===== src/rtl/bus_rr_mux.sv =====
// Multi-master / multi-slave system bus: registered round-robin arbiter with optional
// grant-length limit, base/mask slave decode and a one-cycle registered read return path.
module bus_rr_mux #(
  parameter int unsigned         NUM_M     = 2,
  parameter int unsigned         NUM_S     = 2,
  parameter int unsigned         AW        = 16,
  parameter int unsigned         DW        = 64,
  parameter logic [NUM_S*AW-1:0] SLV_BASE  = {16'h7000, 16'h0000},
  parameter logic [NUM_S*AW-1:0] SLV_MASK  = {16'hFE00, 16'hF800},
  parameter int unsigned         GRANT_MAX = 0
) (
  input  logic                clk,
  input  logic                reset_n,
  input  logic [NUM_M-1:0]    m_req,
  input  logic [NUM_M-1:0]    m_wr,
  input  logic [NUM_M*AW-1:0] m_addr,
  input  logic [NUM_M*DW-1:0] m_dout,
  output logic [NUM_M-1:0]    m_grant,
  output logic [DW-1:0]       m_din,
  output logic                bus_err,
  output logic [NUM_S-1:0]    s_sel,
  output logic                s_wr,
  output logic [AW-1:0]       s_addr,
  output logic [DW-1:0]       s_din,
  input  logic [NUM_S*DW-1:0] s_dout
);

  localparam int unsigned IW = (NUM_M > 1) ? $clog2(NUM_M) : 1;
  localparam int unsigned SW = (NUM_S > 1) ? $clog2(NUM_S) : 1;
  localparam int unsigned CW = (GRANT_MAX > 0) ? $clog2(GRANT_MAX + 1) : 1;

  localparam logic [0:0] ST_IDLE = 1'b0;
  localparam logic [0:0] ST_OWN  = 1'b1;

  logic [0:0]       state_q, state_d;
  logic [IW-1:0]    last_q, last_d;
  logic [NUM_M-1:0] grant_q, grant_d;
  logic             rd_vld_q, rd_vld_d;
  logic [SW-1:0]    rd_idx_q, rd_idx_d;
  logic             err_q, err_d;

  logic [IW-1:0]    win_c;
  logic             any_c;
  logic             others_c;
  logic             act_c;
  logic             limit_c;
  logic             hit_c;
  logic [SW-1:0]    hit_idx_c;

  // First requester searching upward from last+1; iterating backwards leaves the nearest one.
  always_comb begin : next_owner
    logic [IW-1:0] cand;
    cand  = '0;
    win_c = last_q;
    for (int k = int'(NUM_M); k >= 1; k--) begin
      cand = IW'((32'(last_q) + 32'(k)) % NUM_M);
      if (m_req[cand]) win_c = cand;
    end
  end

  assign any_c    = |m_req;
  assign others_c = |(m_req & ~grant_q);
  assign act_c    = |(m_req & grant_q);

  // Grant-length counter; only exists when a limit is configured.
  if (GRANT_MAX > 0) begin : g_cnt
    logic [CW-1:0] cnt_q, cnt_d;

    always_comb begin
      cnt_d = cnt_q;
      if (grant_d != grant_q) begin
        cnt_d = '0;
      end else if (|grant_q && (cnt_q < CW'(GRANT_MAX))) begin
        cnt_d = cnt_q + CW'(1);
      end
    end

    always_ff @(posedge clk or negedge reset_n) begin
      if (!reset_n) cnt_q <= '0;
      else          cnt_q <= cnt_d;
    end

    assign limit_c = (cnt_q >= CW'(GRANT_MAX - 1));
  end else begin : g_no_cnt
    assign limit_c = 1'b0;
  end

  // Arbiter FSM: ownership moves on release or on hitting the grant limit while others wait.
  always_comb begin : arb_fsm
    state_d = state_q;
    last_d  = last_q;
    grant_d = grant_q;
    case (state_q)
      ST_IDLE: begin
        if (any_c) begin
          state_d        = ST_OWN;
          last_d         = win_c;
          grant_d        = '0;
          grant_d[win_c] = 1'b1;
        end
      end
      ST_OWN: begin
        if ((!act_c && others_c) || (act_c && others_c && limit_c)) begin
          last_d         = win_c;
          grant_d        = '0;
          grant_d[win_c] = 1'b1;
        end else if (!act_c) begin
          state_d = ST_IDLE;
          grant_d = '0;
        end
      end
      default: begin
        state_d = ST_IDLE;
        grant_d = '0;
      end
    endcase
  end

  always_comb begin : bus_drive
    s_addr = '0;
    s_wr   = 1'b0;
    s_din  = '0;
    if (act_c) begin
      s_addr = m_addr[32'(last_q)*AW +: AW];
      s_wr   = m_wr[last_q];
      s_din  = m_dout[32'(last_q)*DW +: DW];
    end
  end

  // Lowest matching slave wins on overlapping windows.
  always_comb begin : decode
    hit_c     = 1'b0;
    hit_idx_c = '0;
    for (int i = int'(NUM_S) - 1; i >= 0; i--) begin
      if ((s_addr & SLV_MASK[i*AW +: AW]) == SLV_BASE[i*AW +: AW]) begin
        hit_c     = 1'b1;
        hit_idx_c = SW'(i);
      end
    end
    s_sel = '0;
    if (act_c && hit_c) s_sel[hit_idx_c] = 1'b1;
  end

  always_comb begin : ret_next
    rd_vld_d = act_c & hit_c & ~s_wr;
    rd_idx_d = hit_idx_c;
    err_d    = act_c & ~hit_c;
  end

  always_ff @(posedge clk or negedge reset_n) begin
    if (!reset_n) begin
      state_q  <= ST_IDLE;
      last_q   <= IW'(NUM_M - 1);
      grant_q  <= '0;
      rd_vld_q <= 1'b0;
      rd_idx_q <= '0;
      err_q    <= 1'b0;
    end else begin
      state_q  <= state_d;
      last_q   <= last_d;
      grant_q  <= grant_d;
      rd_vld_q <= rd_vld_d;
      rd_idx_q <= rd_idx_d;
      err_q    <= err_d;
    end
  end

  // Slaves present read data the cycle after the access, so the registered index steers it.
  always_comb begin : read_return
    m_din = '0;
    if (rd_vld_q) m_din = s_dout[32'(rd_idx_q)*DW +: DW];
  end

  assign m_grant = grant_q;
  assign bus_err = err_q;

endmodule


===== config.mk =====
export PLATFORM = sky130hd
export DESIGN_NAME = bus_rr_mux
export DESIGN_NICKNAME = d
export VERILOG_FILES = /design/src/rtl/bus_rr_mux.sv
export SDC_FILE = /design/constraint.sdc
export NUM_CORES = 1
export LEC_CHECK = 0
export ABC_AREA = 1
export ABC_CLOCK_PERIOD_IN_PS = 1800
export CAP_MARGIN = 5
export CORE_AREA = 2 2 171 173
export CTS_BUF_LIST = sky130_fd_sc_hd__clkbuf_4 sky130_fd_sc_hd__clkbuf_8
export CTS_CLUSTER_SIZE = 40
export DETAILED_ROUTE_END_ITERATION = 8
export DIE_AREA = 0 0 173 175
export GPL_TIMING_DRIVEN = 0
export SYNTH_ARGS = -nofsm -noshare
export SYNTH_HDL_FRONTEND = slang
export SYNTH_SLANG_ARGS = --single-unit
export TNS_END_PERCENT = 1

===== constraint.sdc =====
create_clock -name clk -period 1.8 [get_ports clk]
set_input_delay 0.36 -clock clk [delete_from_list [all_inputs] [get_ports clk]]
set_output_delay 0.36 -clock clk [all_outputs]
set_load 0.01 [all_outputs]

==> summary.txt <==
status = finished, violations left
failing checks = setup timing
xor/xnor cell area share of the yosys netlist = 0
peak fanout along the critical path = 6
vias in the first global route = 5818
Clock Skew = 0.000206 ns
Mapped Cells = 684
Fillers = 3115
Post-synth ARST share = 1.00
power per cell area = 712 nW/um^2
worst min-delay path class = input port to asynchronous set/reset pin
H-tree depth = 1
max cap viols = 0
Setup crit start kind = flop
Total GRT Usage = 0.144
Die Area = 30300 um^2
Critical Setup Path Class = flop to output pin
final setup margin = -0.256 ns
period utilization = 1.14
first-pass GRT wire length = 33700 um
First DRT Iteration DRCs = 166
mux contribution to synthesized area = 0.00339
Total Power = 6.23 mW
Final Hold Viols = 0
FP Rows = 62
worst skew pair latency = 0.23 ns
Worst-Margin Slew = 0.361 ns
Lkg Pwr = 4.77 nW
worst slack at placement = -1.02 ns
Slew HR = 0.758
syn_area_per_cell = 4.32 um^2
Inserted Clock Buffers = 3
Synth Area in Adders = 0
final core occ = 0.308
RSZ-0062 raised after global routing = yes
placed cells = 1511
Clock Path Buffers = 2
top-count cell post-synth = nand2_1
Post-Place Cell Area = 7870 um^2
drt total wl = 24000 um
share of the yosys chip area belonging to registers = 0.0597
Post-synth top cells = nand2_1, nor2_1, inv_1, o21ai_0, buf_2
Synth cell types = 18
routed len/inst = 15.4 um
Syn Std Cell Area = 2950 um^2
area of the core = 28400 um^2
final worst path period need = 2.06 ns
io pins = 444
Vias/cell = 3.76
Worst-path clk slew = 0.04 ns
Worst setup EP type = output pin
Post-synth EDFFs = 0
Setup TNS = -14.26 ns
RD Place Congestion = 0.903
Die Ht = 175 um
final worst hold slack = 0.415 ns
Post-Synth Simple-Gate Area = 0.605
CTS Hold Bufs = 0
Total Nets Final = 1463
Area Growth Syn to Fin = 196%
Post-DP HPWL = 19300 um
largest net degree at the start of global routing = 11
Final Instance Area = 8740 um^2
Main synth FF type = dfrtp_1
CP arrival = 1.70 ns
max-slew violations = 0
fmax = 486 MHz
CTS tree = yes
DRC errors left = 0
grt total ovfl = 0
antenna violations before repair = 6
detailed-router iteration count before antenna repair = 4
Die X = 173 um
main area contributors after synthesis = nand2_1, nor2_1, o21ai_0
Yosys top cell area share = 0.410
clock sink total = 7
Crit path required time = 1.44 ns
final setup fails = 88
PortBufs = 443
Yosys Warn Count = 0
Clock Root Buffer = clkbuf_8
Starting Density = 0.104
cell taking the most area after synthesis = nand2_1
share of cells above drive strength 1 = 0.289
syn_nets = 978
Compound-Gate Fraction of Synth Area = 0.125
via count = 5852
largest family of logic cells by synthesized area = simple AND/OR/NAND/NOR gates
Antenna Nets Post-Route = 0
Non-Filler Instances = 1555
R2R cell count = 14
VDD IR-drop max = 0.340 mV
Synth Register Bits = 7
## cell usage in the layout (no fill, tap or decap), types with 4 or more instances in the layout
cell	netlist	routed
clkbuf_2	0	9
buf_4	5	20
o21ai_2	0	8
buf_12	0	10
dlygate4sd2_1	0	7
nand2_2	6	48
dfrtp_1	6	5
inv_1	84	69
buf_2	19	88
buf_16	0	5
nor2_1	133	117
clkbuf_8	0	8
inv_2	5	17
clkbuf_4	0	4
clkdlybuf4s15_2	0	5
nand2_1	323	273
o21ai_1	0	30
nor2_2	3	16
o21ai_0	68	29
nand2_4	0	8
clkbuf_16	0	9
clkdlybuf4s50_1	0	294
buf_6	8	51
buf_8	0	18
## final timing paths
check,end,startpoint,slack (ns)
hold reg to reg,m_grant[0],m_grant[0],0.56
max in group asynchronous,last_q,reset_n,1.08
hold / removal,m_grant[0],reset_n,0.41
setup reg to reg,rd_vld_q,last_q,-0.19
min in group clk,m_grant[0],m_grant[0],0.56
setup / recovery,s_din[23],last_q,-0.26
## critical path, cell delays in order, from the launching register on
cell and delay, ns:
dfstp_2 0.57, buf_12 0.16, inv_16 0.05, clkbuf_16 0.17, buf_12 0.14, nand2_1 0.07, nand2_2 0.07, nand2_2 0.05
inv_1 0.03, buf_2 0.12
## cell families after synthesis
family / after synthesis
and+or+nand+nor: 469
buffers and inverters: 135
AOI/OAI and AO/OA: 72
DFF: 7
muxes: 1
## where the power goes
part,internal [mW],switching (mW)
registers,0.203,0.0316
clock network,0.168,0.0666
logic,3.06,2.70
total,3.43,2.79
## timing repair
item,CTS,global route
hold endpoints to repair,0,0
cloned,7,8
setup buffers,20,3
gates resized for setup,692,193
pin swaps,29,27
endpoints found under the setup margin,147,136
## flip-flops by register name, indices dropped and copies added (netlist names)
name	cells
rd_idx_q	1
last_q	1
bus_err	1
rd_vld_q	1
state_q	1
m_grant	2
## cell type report
type	count	area (um^2)	area share
sequential	7	178	0.0203
timing repair buffer	479	4560	0.522
antenna	3	7.51	0.000859
inverter	89	367	0.0419
tap	384	480	0.0550
multi-input combinational	542	2450	0.280
timing repair inverter	1	8.76	0.00100
clock buffer	4	48.8	0.00558
buffer	46	646	0.0739
## per-layer routing
metal | global-route usage | vias up | part of all wire
li1 | - | 2978 | -
met1 | 0.153 | 2527 | 0.37
met2 | 0.279 | 308 | 0.51
met3 | 0.0348 | 35 | 0.086
met4 | 0.0395 | 4 | 0.027
met5 | 0 | - | 0.0010
Note: power is estimated with default switching activity, not from simulation.
